File: config.mk
export PLATFORM = sky130hd
export DESIGN_NAME = module_mini_cpu_param
export DESIGN_NICKNAME = d
export VERILOG_FILES = /design/src/rtl/module_mini_cpu_param.sv
export SDC_FILE = /design/constraint.sdc
export NUM_CORES = 1
export LEC_CHECK = 0
export ABC_CLOCK_PERIOD_IN_PS = 3300
export CAP_MARGIN = 20
export CORE_MARGIN = 2
export CORE_UTILIZATION = 35
export DETAILED_ROUTE_END_ITERATION = 7
export SLEW_MARGIN = 20
export SYNTH_ARGS = -nofsm -noshare
export SYNTH_HDL_FRONTEND = slang
export SYNTH_SLANG_ARGS = --single-unit
export TNS_END_PERCENT = 10
File: constraint.sdc
create_clock -name clk -period 3.3 [get_ports clk]
set_input_delay 0.33 -clock clk [delete_from_list [all_inputs] [get_ports clk]]
set_output_delay 0.33 -clock clk [all_outputs]
set_load 0.05 [all_outputs]
File: src/rtl/module_mini_cpu_param.sv
// Mini CPU: KEY-release instruction capture into a FIFO, in-order execution on a register file
// with a shift-add multiplier, and results reported to an LCD controller over a busy handshake.
module module_mini_cpu_param #(
    parameter int DATA_W = 16,
    parameter int REG_AW = 4,
    parameter int SIMM_W = 7,
    parameter int QDEPTH = 4,
    parameter int LCD_TO = 255,
    localparam int INSTR_W = 3 + 2 * REG_AW + SIMM_W,
    localparam int LIMM_W  = REG_AW + SIMM_W,
    localparam int QAW     = $clog2(QDEPTH)
) (
    input  logic                clk,
    input  logic                rst,
    input  logic                send_btn,
    input  logic [INSTR_W-1:0]  switches,
    input  logic                lcd_busy,
    output logic                lcd_update,
    output logic [2:0]          lcd_opcode,
    output logic [REG_AW-1:0]   lcd_reg_idx,
    output logic [DATA_W-1:0]   lcd_value,
    output logic                flag_z,
    output logic                flag_v,
    output logic [QAW:0]        q_count,
    output logic                q_full,
    output logic                instr_drop,
    output logic                cpu_busy
);
    localparam int NREGS = 2 ** REG_AW;
    localparam int MCW   = $clog2(DATA_W + 1);
    localparam int TOW   = $clog2(LCD_TO + 1);
    localparam logic [MCW-1:0] MUL_STEPS = MCW'(DATA_W);
    localparam logic [TOW-1:0] TO_LAST   = TOW'(LCD_TO - 1);
    localparam logic [QAW:0]   Q_FULL_N  = (QAW + 1)'(QDEPTH);

    localparam logic [2:0] OP_LOAD = 3'd0, OP_ADD = 3'd1, OP_ADDI = 3'd2, OP_SUB = 3'd3,
                           OP_SUBI = 3'd4, OP_MUL = 3'd5, OP_CLEAR = 3'd6, OP_DISP = 3'd7;

    typedef enum logic [2:0] {
        S_IDLE, S_DECODE, S_MUL, S_EXEC, S_WRITE, S_PULSE, S_WAIT_HI, S_WAIT_LO
    } state_t;

    state_t                 r_state;
    logic [INSTR_W-1:0]     r_fifo [QDEPTH];
    logic [QAW-1:0]         r_wr_ptr, r_rd_ptr;
    logic [QAW:0]           r_count;
    logic                   r_btn_prev;
    logic [DATA_W-1:0]      r_regs [NREGS];
    logic [INSTR_W-1:0]     r_instr;
    logic [DATA_W-1:0]      r_op_a, r_op_b, r_result;
    logic                   r_ovf;
    logic [2*DATA_W-1:0]    r_acc, r_mcand;
    logic [DATA_W-1:0]      r_mplier;
    logic                   r_neg;
    logic [MCW-1:0]         r_mcnt;
    logic [TOW-1:0]         r_to;

    logic                   w_release, w_pop, w_push;
    logic [2:0]             w_op;
    logic [REG_AW-1:0]      w_rd, w_rs1, w_rs2;
    logic [DATA_W-1:0]      w_a, w_b, w_a_mag, w_b_mag, w_simm_x, w_limm_x;
    logic [DATA_W-1:0]      w_alu_res;
    logic                   w_alu_ovf;
    logic [2*DATA_W-1:0]    w_prod;
    logic                   w_mul_ovf;

    assign w_release = !r_btn_prev && send_btn;
    assign w_pop     = (r_state == S_IDLE) && (r_count != '0) && !lcd_busy;
    assign w_push    = w_release && (!q_full || w_pop);

    assign q_count   = r_count;
    assign q_full    = (r_count == Q_FULL_N);
    assign cpu_busy  = (r_state != S_IDLE);

    assign w_op     = r_instr[INSTR_W-1 -: 3];
    assign w_rd     = r_instr[INSTR_W-4 -: REG_AW];
    assign w_rs1    = r_instr[SIMM_W+REG_AW-1 -: REG_AW];
    assign w_rs2    = r_instr[SIMM_W-1 -: REG_AW];
    assign w_simm_x = DATA_W'($signed(r_instr[SIMM_W-1:0]));
    assign w_limm_x = DATA_W'($signed(r_instr[LIMM_W-1:0]));

    assign w_a     = r_regs[w_rs1];
    assign w_b     = r_regs[w_rs2];
    assign w_a_mag = w_a[DATA_W-1] ? -w_a : w_a;
    assign w_b_mag = w_b[DATA_W-1] ? -w_b : w_b;

    // Full-width signed product; overflow when it differs from the sign extension of its low half.
    assign w_prod    = r_neg ? -r_acc : r_acc;
    assign w_mul_ovf = (w_prod != {{DATA_W{w_prod[DATA_W-1]}}, w_prod[DATA_W-1:0]});

    always_comb begin
        w_alu_res = '0;
        w_alu_ovf = 1'b0;
        case (w_op)
            OP_LOAD: w_alu_res = r_op_b;
            OP_ADD, OP_ADDI: begin
                w_alu_res = r_op_a + r_op_b;
                w_alu_ovf = (r_op_a[DATA_W-1] == r_op_b[DATA_W-1]) &&
                            (w_alu_res[DATA_W-1] != r_op_a[DATA_W-1]);
            end
            OP_SUB, OP_SUBI: begin
                w_alu_res = r_op_a - r_op_b;
                w_alu_ovf = (r_op_a[DATA_W-1] != r_op_b[DATA_W-1]) &&
                            (w_alu_res[DATA_W-1] != r_op_a[DATA_W-1]);
            end
            OP_DISP: w_alu_res = r_op_a;
            default: w_alu_res = '0;
        endcase
    end

    always_ff @(posedge clk) begin
        if (!rst) begin
            r_wr_ptr   <= '0;
            r_rd_ptr   <= '0;
            r_count    <= '0;
            r_btn_prev <= 1'b1;
            instr_drop <= 1'b0;
        end else begin
            r_btn_prev <= send_btn;
            instr_drop <= w_release && !w_push;
            if (w_push) begin
                r_fifo[r_wr_ptr] <= switches;
                r_wr_ptr         <= r_wr_ptr + 1'b1;
            end
            if (w_pop)
                r_rd_ptr <= r_rd_ptr + 1'b1;
            case ({w_push, w_pop})
                2'b10:   r_count <= r_count + 1'b1;
                2'b01:   r_count <= r_count - 1'b1;
                default: r_count <= r_count;
            endcase
        end
    end

    always_ff @(posedge clk) begin
        if (!rst) begin
            r_state     <= S_IDLE;
            for (int i = 0; i < NREGS; i++)
                r_regs[i] <= '0;
            r_instr     <= '0;
            r_op_a      <= '0;
            r_op_b      <= '0;
            r_result    <= '0;
            r_ovf       <= 1'b0;
            r_acc       <= '0;
            r_mcand     <= '0;
            r_mplier    <= '0;
            r_neg       <= 1'b0;
            r_mcnt      <= '0;
            r_to        <= '0;
            lcd_update  <= 1'b0;
            lcd_opcode  <= '0;
            lcd_reg_idx <= '0;
            lcd_value   <= '0;
            flag_z      <= 1'b0;
            flag_v      <= 1'b0;
        end else begin
            lcd_update <= 1'b0;
            case (r_state)
                S_IDLE: begin
                    if (w_pop) begin
                        r_instr <= r_fifo[r_rd_ptr];
                        r_state <= S_DECODE;
                    end
                end
                S_DECODE: begin
                    r_op_a <= w_a;
                    if (w_op == OP_ADD || w_op == OP_SUB)
                        r_op_b <= w_b;
                    else if (w_op == OP_LOAD)
                        r_op_b <= w_limm_x;
                    else
                        r_op_b <= w_simm_x;
                    r_acc    <= '0;
                    r_mcand  <= {{DATA_W{1'b0}}, w_a_mag};
                    r_mplier <= w_b_mag;
                    r_neg    <= w_a[DATA_W-1] ^ w_b[DATA_W-1];
                    r_mcnt   <= '0;
                    r_state  <= (w_op == OP_MUL) ? S_MUL : S_EXEC;
                end
                // DATA_W shift-add steps on magnitudes, then one cycle to apply the sign.
                S_MUL: begin
                    if (r_mcnt != MUL_STEPS) begin
                        if (r_mplier[0])
                            r_acc <= r_acc + r_mcand;
                        r_mcand  <= r_mcand << 1;
                        r_mplier <= r_mplier >> 1;
                        r_mcnt   <= r_mcnt + 1'b1;
                    end else begin
                        r_result <= w_prod[DATA_W-1:0];
                        r_ovf    <= w_mul_ovf;
                        r_state  <= S_WRITE;
                    end
                end
                S_EXEC: begin
                    r_result <= w_alu_res;
                    r_ovf    <= w_alu_ovf;
                    r_state  <= S_WRITE;
                end
                S_WRITE: begin
                    if (w_op != OP_DISP)
                        r_regs[w_rd] <= r_result;
                    flag_z      <= (r_result == '0);
                    flag_v      <= r_ovf;
                    lcd_opcode  <= w_op;
                    lcd_reg_idx <= (w_op == OP_DISP) ? w_rs1 : w_rd;
                    lcd_value   <= r_result;
                    lcd_update  <= 1'b1;
                    r_state     <= S_PULSE;
                end
                S_PULSE: begin
                    r_to    <= '0;
                    r_state <= S_WAIT_HI;
                end
                S_WAIT_HI: begin
                    if (lcd_busy)
                        r_state <= S_WAIT_LO;
                    else if (r_to == TO_LAST)
                        r_state <= S_IDLE;
                    else
                        r_to <= r_to + 1'b1;
                end
                S_WAIT_LO: begin
                    if (!lcd_busy)
                        r_state <= S_IDLE;
                end
                default: r_state <= S_IDLE;
            endcase
        end
    end
endmodule
# Yosys cells after proc, flatten, opt, wreduce, memory -nomap -nowiden

Memories as Yosys holds them, arrays and structs flattened. A register that Yosys moved wholly into a read port is not among the register bits.
Index checks and enable logic that the tools add are counted.

Bitwise operators: 1
Add/sub/neg operators: 12
Reductions and logical operators: 32
Equal/unequal tests: 32
Muxes and demuxes: 44

Operator list:

| kind                                                                  | number |
|---|---|
| 32-bit 2-to-1 mux                                                     | 4 |
| 32-bit one-hot mux with 2 select lines                                | 2 |
| 16-bit 2-to-1 mux                                                     | 7 |
| 16-bit one-hot mux with 2 select lines                                | 2 |
| 16-bit one-hot mux with 4 select lines                                | 1 |
| 32-bit adder                                                          | 1 |
| 16-bit negator                                                        | 2 |
| 32-bit negator                                                        | 1 |
| 3-bit equality test, second input constant                            | 8 |
| 3-bit one-hot mux with 8 select lines                                 | 1 |
| 16-bit adder                                                          | 1 |
| 16-bit logical NOT                                                    | 1 |
| 8-bit 2-to-1 mux                                                      | 2 |
| 16-bit inequality test                                                | 1 |
| 8-bit one-hot mux with 2 select lines                                 | 1 |
| 16-bit OR reduction                                                   | 1 |
| 16-bit subtractor                                                     | 1 |
| 3-bit 2-to-1 mux                                                      | 5 |
| 2-bit inequality test, second input constant                          | 7 |
| 3-bit by 2-bit equality test with 1-bit output, second input constant | 4 |
| 1-bit 2-to-1 mux                                                      | 12 |
| 5-bit one-hot mux with 2 select lines                                 | 1 |
| 8-bit by 1-bit adder with 8-bit output, second input constant         | 1 |
| 8-bit equality test, second input constant                            | 1 |
| other kinds (26)                                                      | 53 |

Bits in registers: 181
Bits of input ports: 22
Memory bits (writable): 328
Memories: 2

Memory list:

| name   | words | bits a word | rd ports | clocked after Yosys merged registers in | wr ports | line | source |
|---|---|---|---|---|---|---|---|
| r_regs | 16    | 16          | 2        | 0                                       | 16       | 48   | `logic [DATA_W-1:0] r_regs [NREGS];` |
| r_fifo | 4     | 18          | 1        | 1                                       | 1        | 44   | `logic [INSTR_W-1:0] r_fifo [QDEPTH];` |

# Depth between registers and ports, before layout

Gate-level depths: netlist (run 1).

Word-level depth: 8
Gate-level depth with buffers: 13

# Least setup slack after synthesis (run 1)

OpenSTA, ideal clock, no wires.

Path kind: flip-flop to flip-flop
From: reg r_state[1]
To: mem r_regs[3][0] (enable)
Data arrival time: 2.868 ns
Stages on the path, launching flop included: 9
Data required time: 2.889 ns
Slack: 0.020 ns
Clock period less this slack: 3.280 ns
Cells stage by stage: dfxtp_1 -> clkbuf_1 -> or3b_2 -> clkbuf_1 -> nor2_1 -> nand2_1 -> or3_1 -> clkbuf_1 -> o21ai_0

RTL lines:

| item                     | line | source |
|---|---|---|
| start: declaration       | 43   | `state_t r_state;` |
| start signal: assignment | 179  | `r_state <= (w_op == OP_MUL) ? S_MUL : S_EXEC;` |
| end: declaration         | 48   |  |

# Worst setup path in the final report (run 1)

From: reg r_instr[7] (read register of r_fifo)
To: reg r_mcand[13]

Longest elaborated chain between the ends: 4

RTL lines:

| item                                     | line | source |
|---|---|---|
| start: declaration                       | 49   | `logic [INSTR_W-1:0] r_instr;` |
| memory read 16 x 16 bit *                | n/a  |  |
| 16-bit negator                           | 84   | `assign w_a_mag = w_a[DATA_W-1] ? -w_a : w_a;` |
| 16-bit 2-to-1 mux *                      | 84   |  |
| 32-bit one-hot mux with 2 select lines * | 159  | `case (r_state)` |
| end signal: assignment                   | 175  | `r_mcand <= {{DATA_W{1'b0}}, w_a_mag};` |
| end signal: assignment                   | 186  | `r_mcand <= r_mcand << 1;` |
| end: declaration                         | 52   | `logic [2*DATA_W-1:0] r_acc, r_mcand;` |

Mark *: on every way between the ends. The rest lies on a longest branch, timed or not.
A chain may end at the register's enable or synchronous reset.

==> metrics.md, run 1 <==
| Metric | Value |
|---|---|
| Status | `finished with violations` |
| Failing checks | `setup timing` |
| Finished layout cell area | `33,900 sq um` |
| Number of synthesized flops with an enable pin | `328` |
| Layout Area Growth over Synthesis | `17.09%` |
| CP startpoint kind | `register` |
| Nets@finish | `about 2,800` |
| Total Power | `23.35 mW` |
| Top post-synthesis cells by area | `edfxtp_1 (34%), dfxtp_1 (14%), mux4_2 (14%), and2_1 (5.8%), nand2_1 (3.6%)` |
| Residual DRC | `0` |
| Clock share of power | `28.6%` |
| Detail Placement HPWL | `63,980 um` |
| Setup TNS | `-0.1488 ns` |
| Final WL | `91,410 um` |
| CTS Hold Buffers Added | `0` |
| Top_reg_cell synth | `edfxtp_1` |
| Setup slack at placement | `-0.05921 ns` |
| I/O pin total | `54` |
| Met2 Use GR | `34.72%` |
| Syn Area/Cell | `11.03 sq um` |
| Via count | `22,314` |
| Latest clock arrival within the worst-skew pair | `0.68 ns` |
| Drt pass-1 iters | `6` |
| Final min period | `3.422 ns` |
| Die area | `85,030 sq um` |
| Met1 Use GR | `between 20% and 30%` |
| Endpoint, Worst Hold | `r_acc[21]$_SDFFE_PN0P_` |
| Commonest cells post-synth | `edfxtp_1 (328), nand2_1 (277), and2_1 (268)` |
| Crit-path slowest cell | `mux4_2` |
| Max clock buf depth | `3` |
| Worst min path class | `in2reg` |
| Crit end category | `register` |
| Final Slew Violations | `0` |
| Placed insts | `3,739` |
| Net Count, Synth | `2,722` |
| Ys async rst share | `0%` |
| Site row count | `105` |
| Routing usage on met3 | `under 10%` |
| Hold_sp | `rst` |
| Non-filler cells, final | `3,857` |
| Actual slew at the worst max-slew pin | `1.087 ns` |
| RSZ-0062 raised after global routing | `yes` |
| Clk slew on worst S/H paths | `0.06 ns` |
| Crit path required time | `3.77 ns` |
| Final setup viols | `3` |
| Largest area contributor in the synthesized netlist | `edfxtp_1` |
| Worst reg2reg path depth | `15` |
| Clock Sinks | `approximately 530` |
| Synth warnings | `0` |
| Crit path cell chain | `buf_12 -> buf_12 -> buf_12 -> mux4_2 -> mux4_2 -> nor4_2 -> buf_4 -> inv_1 -> nor3_2 -> nand3b_1 -> buf_4 -> buf_4 -> nand2_1 -> xor2_1 -> a221oi_2` |
| Max Fclk | `292.2 MHz` |
| Yosys reg bits | `527` |
| Layout cell share with drive strength beyond 1 | `18.23%` |
| Internal power | `14.89 mW` |
| Fin util | `around two fifths` |
| Maximum fanout along the worst path | `7` |
| R2r endpoint | `r_mcand[13]$_SDFFE_PN0P_` |
| Internal reg-to-reg setup slack | `-0.12 ns` |
| Share of the synthesized area in the top cell type | `between 30 and 40%` |
| Iteration-0 DRC Markers | `2,150` |
| Max transition margin | `27.46%` |
| Initial antenna violation count | `3` |
| Clock root cell | `clkbuf_16` |
| Hold Vio Cnt, Final | `0` |
| Crit path buffers/inverters | `7` |
| Global-route usage over all layers | `21.23%` |
| Worst hold slack | `0.05347 ns` |
| Sequential area share after synthesis | `47.78%` |
| Top-count cell post-synth | `edfxtp_1` |
| Worst path top cell family by delay | `multiplexers` |
| Peak supply drop | `0.5032 mV` |
| H-tree depth | `2` |
| Combinational share of power | `36.7%` |
| Routed Antenna Nets | `0` |
| Port Buffers | `53` |
| Critical path class | `reg2reg` |
| Worst setup path startpoint | `r_instr[7]$_SDFFE_PN0P_` |
| Yosys cell types | `78` |
| PnR worst setup slack | `-0.1225 ns` |
| Mapped Area | `28,950 sq um` |
| Die H | `~290 um` |
| Area of the multi-input gates | `14,280 sq um` |
| Hold path depth | `2` |
| Register area | `between 10,000 and 15,000 sq um` |
| CTS tree | `yes` |
| Crit-path max cell delay | `0.51 ns` |
| Core Footprint | `81,980 sq um` |
| Filler cells | `around 7,700` |
| Net Sw Frac | `between 30% and 40%` |
| RePlAce Congestion | `around 0.9` |
| R2R Path Start | `r_instr[7]$_SDFFE_PN0P_` |
| Synthesized instance count | `2,624` |
| Placed Area | `31,710 sq um` |
| GRT busiest layer | `met2` |
| Max Cap Violations | `0` |
| Vias in the first global route | `around 22,000` |
| Pleak | `12.15 nW` |
| Wirelength per Cell | `roughly 24 um` |
| Initial Util | `35.31%` |
| Switch Pwr | `about 8.5 mW` |
| Inserted Clock Buffers | `58` |
| Vias/cell | `5.785` |
| Grt ovf | `0` |
| Clk_skew | `0.08729 ns` |
| Arr. time, crit path | `3.89 ns` |
| PD cells | `688.8 nW/um^2` |
| Global-route wire length before repair | `138,500 um` |
| Pin count of the biggest net entering global routing | `73` |
| Flop pwr share | `34.6%` |
| Die width | `291.6 um` |
| Fin crit share | `103.7%` |
[metal layers]
metal	share of wire (%)	wire length [um]
met1	42	37950
met4	3.7	3339
met2	47	42890
met5	0	0
met3	7.9	7224
[cells by family (layout without fill, tap and decap cells)]
| logic type | after synthesis | in the layout | share of synthesized area, % |
|---|---|---|---|
| and+or+nand+nor | 942 | 942 | 16.53 |
| AOI/OAI and AO/OA | 542 | 542 | 11.93 |
| DFF | 527 | 527 | 47.78 |
| buffers and inverters | 253 | 415 | 3.363 |
| muxes | 194 | 194 | 14.28 |
| xor gates and xnor gates | 90 | 90 | 2.723 |
| adders and majority gates | 76 | 76 | 3.389 |
| other | 0 | 1 | 0 |
[power by group through the flow]
stage          clock (mW)  combinational [mW]  sequential [mW]
6_report             6.68                8.58             8.09
3_3_place_gp            0                8.15             8.19
4_1_cts              6.75                8.29             8.08
3_5_place_dp            0                8.25             8.21
2_1_floorplan           0                5.39             8.00
5_1_grt              7.00                9.17             8.14
[how the worst max path moves through the flow]
stage | endpoint | slack (ns) | depth (start not counted)
3_5_place_dp | r_mcand[15]$_SDFFE_PN0P_ | -0.06 | 8
5_1_grt | r_mcand[13]$_SDFFE_PN0P_ | -0.27 | 15
4_1_cts | r_mcand[15]$_SDFFE_PN0P_ | 0.004 | 8
3_3_place_gp | r_mcand[11]$_SDFFE_PN0P_ | -0.05 | 10
6_report | r_mcand[13]$_SDFFE_PN0P_ | -0.12 | 15
2_1_floorplan | r_regs[3][0]$_SDFFCE_PN0P_ | 0.02 | 8
[area by class of cell]
type | count | share of cell area, %
antenna | 1 | 0.007383
clock inverter | 29 | 1.074
clock buffer | 79 | 4.721
inverter | 62 | 0.6940
multi-input combinational | 1844 | 42.13
timing repair buffer | 245 | 6.578
sequential | 527 | 40.85
tap | 1070 | 3.950
[flip-flops by register name, summed over array words and instances (netlist names), 2 cells and up]
name and count:
r_to 8, r_op_b 16, r_acc 32, r_result 16, lcd_value 16, r_wr_ptr 2, r_op_a 16, q_count 3
r_fifo 72, r_mplier 16, r_mcand 32, r_regs 256, lcd_opcode 3, r_state 3, r_mcnt 5, r_rd_ptr 2
r_instr 18, lcd_reg_idx 4
[cells in the final DEF, fill, tap and decap left out, drive strengths merged, types with 19 or more instances in the layout]
cell type      instances
o221ai                20
nor2                 137
ha                    72
nor3                  44
edfxtp               328
mux4                 175
nand3                 82
o21ai                131
xnor2                 43
a211oi                21
nand2                277
clkbuf                79
nor2b                 22
clkinv                19
inv                   63
clkdlybuf4s50         52
o31ai                 19
dfxtp                199
a21oi                173
buf                  193
nand2b                26
xor2                  47
a31oi                 22
and2                 269
[timing repair]
item | CTS | global route
pin swaps | 2 | 14
endpoints found under the hold margin | 0 | 0
gates resized for setup | 7 | 29
buffers inserted | 0 | 9
endpoints found under the setup margin | 8 | 16
No activity file was read; power rests on OpenSTA's default activity.
==> inputs of run 2 (changes only) <==
--- a/config.mk
+++ b/config.mk
@@ -9,6 +9,7 @@
 export CAP_MARGIN = 20
 export CORE_MARGIN = 2
 export CORE_UTILIZATION = 35
+export CTS_CLUSTER_SIZE = 28
 export DETAILED_ROUTE_END_ITERATION = 7
 export SLEW_MARGIN = 20
 export SYNTH_ARGS = -nofsm -noshare
==> results of run 2 <==
No change in the layout: final DEF, timing and power equal those of run 1.
==> inputs of run 3 (changes only) <==
--- a/config.mk
+++ b/config.mk
@@ -8,9 +8,10 @@
 export ABC_CLOCK_PERIOD_IN_PS = 3300
 export CAP_MARGIN = 20
 export CORE_MARGIN = 2
-export CORE_UTILIZATION = 35
+export CORE_UTILIZATION = 45
 export CTS_CLUSTER_SIZE = 28
 export DETAILED_ROUTE_END_ITERATION = 7
+export HOLD_SLACK_MARGIN = 0.03
 export SLEW_MARGIN = 20
 export SYNTH_ARGS = -nofsm -noshare
 export SYNTH_HDL_FRONTEND = slang
==> metrics.md, run 3 (synthesis results as in run 1) <==
| Metric | Value |
|---|---|
| Status | `finished clean (was finished with violations)` |
| Routed Antenna Nets | `0 (unchanged)` |
| R2R Path Start | `r_instr[8]$_SDFFE_PN0P_ (was r_instr[7]$_SDFFE_PN0P_)` |
| Cell repeated most along the worst path | `mux4_2` |
| Grt ovf | `0 (unchanged)` |
| Initial Util | `45.73% (was 35.31%)` |
| Max Fclk | `305.7 MHz (was 292.2 MHz)` |
| Crit-path max cell delay | `0.58 ns (was 0.51 ns)` |
| Global-route usage over all layers | `28.13% (was 21.23%)` |
| Layout cell share with drive strength beyond 1 | `19.17% (was 18.23%)` |
| Worst min path class | `in2reg (unchanged)` |
| Layout Area Growth over Synthesis | `16.31% (was 17.09%)` |
| Final min period | `3.271 ns (was 3.422 ns)` |
| Detail Placement HPWL | `63,850 um (was 63,980 um)` |
| Hold_sp | `rst (unchanged)` |
| Residual DRC | `0 (unchanged)` |
| Placed Area | `31,500 sq um (was 31,710 sq um)` |
| Hold Vio Cnt, Final | `0 (unchanged)` |
| Worst reg2reg path depth | `10 (was 15)` |
| Wirelength per Cell | `25.71 um (was 23.70 um)` |
| Reg with most FFs | `r_regs (unchanged)` |
| Max Cap Violations | `0 (unchanged)` |
| Setup TNS | `0 ns (was -0.1488 ns)` |
| Arr. time, crit path | `3.83 ns (was 3.89 ns)` |
| Die H | `257.6 um (was 291.6 um)` |
| Die area | `66,380 sq um (was 85,030 sq um)` |
| Nets@finish | `2,856 (was 2,836)` |
| Clock root cell | `clkbuf_16 (unchanged)` |
| R2r endpoint | `r_mcand[15]$_SDFFE_PN0P_ (was r_mcand[13]$_SDFFE_PN0P_)` |
| Pleak | `12.26 nW (was 12.15 nW)` |
| PnR worst setup slack | `0.02917 ns (was -0.1225 ns)` |
| Setup slack at placement | `-0.1240 ns (was -0.05921 ns)` |
| Peak supply drop | `0.4837 mV (was 0.5032 mV)` |
| Most frequent cells in the layout | `edfxtp_1 (328), nand2_1 (277), and2_1 (268) (unchanged)` |
| Final Slew Violations | `0 (unchanged)` |
| Global-route wire length before repair | `140,800 um (was 138,500 um)` |
| Max clock buf depth | `3 (unchanged)` |
| Iteration-0 DRC Markers | `2,583 (was 2,150)` |
| PD cells | `693.6 nW/um^2 (was 688.8 nW/um^2)` |
| I/O pin total | `54 (unchanged)` |
| RePlAce Congestion | `0.9077 (was 0.9088)` |
| Latest clock arrival within the worst-skew pair | `0.65 ns (was 0.68 ns)` |
| Clock Sinks | `527 (unchanged)` |
| Final setup viols | `0 (was 3)` |
| Endpoint, Worst Hold | `r_instr[11]$_SDFFE_PN0P_ (was r_acc[21]$_SDFFE_PN0P_)` |
| Critical path class | `reg2reg (unchanged)` |
| Final WL | `93,950 um (was 91,410 um)` |
| Initial antenna violation count | `2 (was 3)` |
| Inserted Clock Buffers | `58 (unchanged)` |
| CTS tree | `yes (unchanged)` |
| Placed insts | `3,532 (was 3,739)` |
| Drt pass-1 iters | `8 (was 6)` |
| Maximum fanout along the worst path | `19 (was 7)` |
| Die width | `257.6 um (was 291.6 um)` |
| Total Power | `23.35 mW (about the same)` |
| Max transition margin | `33.26% (was 27.46%)` |
| Clk_skew | `0.04048 ns (was 0.08729 ns)` |
| Via count | `22,473 (was 22,314)` |
| Port Buffers | `53 (unchanged)` |
| Core Footprint | `63,310 sq um (was 81,980 sq um)` |
| Fin crit share | `99.12% (was 103.7%)` |
| Commonest non-fill, non-tap cell in the layout | `edfxtp_1 (unchanged)` |
| Crit-path slowest cell | `mux4_2 (unchanged)` |
| Vias/cell | `6.150 (was 5.785)` |
| H-tree depth | `2 (unchanged)` |
| RSZ-0062 raised after global routing | `yes (unchanged)` |
| Crit path cell chain | `buf_12 -> mux4_2 -> mux4_2 -> nor4_4 -> buf_4 -> inv_2 -> nor3_2 -> nand3b_1 -> or4_4 -> a31oi_1 (was buf_12 -> buf_12 -> buf_12 -> mux4_2 -> mux4_2 -> nor4_2 -> buf_4 -> inv_1 -> nor3_2 -> nand3b_1 -> buf_4 -> buf_4 -> nand2_1 -> xor2_1 -> a221oi_2)` |
| Crit path required time | `3.86 ns (was 3.77 ns)` |
| Crit end category | `register (unchanged)` |
| Finished layout cell area | `33,670 sq um (was 33,900 sq um)` |
| Actual slew at the worst max-slew pin | `0.9997 ns (was 1.087 ns)` |
| Top flop regs | `r_regs (256), r_fifo (72) (unchanged)` |
| Hold path depth | `3 (was 2)` |
| Internal reg-to-reg setup slack | `0.03 ns (was -0.12 ns)` |
| Number of flip-flops in the largest register | `256 (unchanged)` |
| Non-filler cells, final | `3,654 (was 3,857)` |
| Clk slew on worst S/H paths | `0.07 ns (was 0.06 ns)` |
| Site row count | `92 (was 105)` |
| CP startpoint kind | `register (unchanged)` |
| Pin count of the biggest net entering global routing | `65 (was 73)` |
| Vias in the first global route | `21,878 (was 21,944)` |
## run 3: metrics by stage
stage,hold WS [ns],utilization [%]
detailed placement,0.4469,49.76
global route,0.2026,53.17
floorplan,0.4289,-
finish,0.1961,53.18
CTS,0.1566,52.86
global placement,0.4407,49.76
## run 3: timing repair
item,in CTS,in global routing
hold buffers,0,0
pin swaps,4,12
resized for setup,5,33
endpoints found under the setup margin,2,14
buffers inserted,2,10
## run 3: layout make-up
| class | instances | area (sq um) |
|---|---|---|
| antenna | 2 | 5.005 |
| clock buffer | 78 | 1629 |
| clock inverter | 30 | 302.8 |
| fill | 5595 | 29640 |
| inverter | 62 | 235.2 |
| multi-input combinational | 1844 | 14300 |
| sequential | 527 | 13850 |
| tap | 846 | 1059 |
| timing repair buffer | 265 | 2290 |
## run 3: metal layers
| layer | part of all wire [%] | vias to the layer above | GRT usage, % |
|---|---|---|---|
| met5 | 0 | - | 0 |
| met2 | 46 | 1032 | 44.28 |
| met4 | 3.8 | 0 | 10.55 |
| met1 | 42 | 11219 | 39.36 |
| met3 | 8.5 | 210 | 4.545 |
| li1 | - | 10012 | - |
## run 3: worst max-delay path by stage
| stage | start | end | slack (ns) | cells after the start |
|---|---|---|---|---|
| 6_report | r_instr[8]$_SDFFE_PN0P_ | r_mcand[15]$_SDFFE_PN0P_ | 0.03 | 10 |
| 3_3_place_gp | r_instr[7]$_SDFFE_PN0P_ | r_mcand[15]$_SDFFE_PN0P_ | -0.03 | 10 |
| 5_1_grt | r_acc[2]$_SDFFE_PN0P_ | r_ovf$_SDFFE_PN0P_ | -0.09 | 10 |
| 3_5_place_dp | r_instr[7]$_SDFFE_PN0P_ | r_mcand[15]$_SDFFE_PN0P_ | -0.12 | 10 |
| 2_1_floorplan | r_state[1]$_SDFFE_PN0P_ | r_regs[3][0]$_SDFFCE_PN0P_ | 0.02 | 8 |
| 4_1_cts | r_instr[7]$_SDFFE_PN0P_ | r_mcand[15]$_SDFFE_PN0P_ | 0.006 | 10 |
## run 3: worst max-delay path, delay by kind of cell, from the launching register on
kind | cells | cell delay (ns)
AOI/OAI and AO/OA | 1 | 0.14
buffers and inverters | 3 | 0.42
muxes | 2 | 0.94
DFF | 1 | 0.49
and+or+nand+nor | 4 | 1.18
## run 3: power by group
group | total, mW | switching, mW | internal [mW]
combinational | 8.61 | 5.00 | 3.60
sequential | 8.13 | 0.635 | 7.50
clock | 6.61 | 2.82 | 3.79
total | 23.4 | 8.46 | 14.9
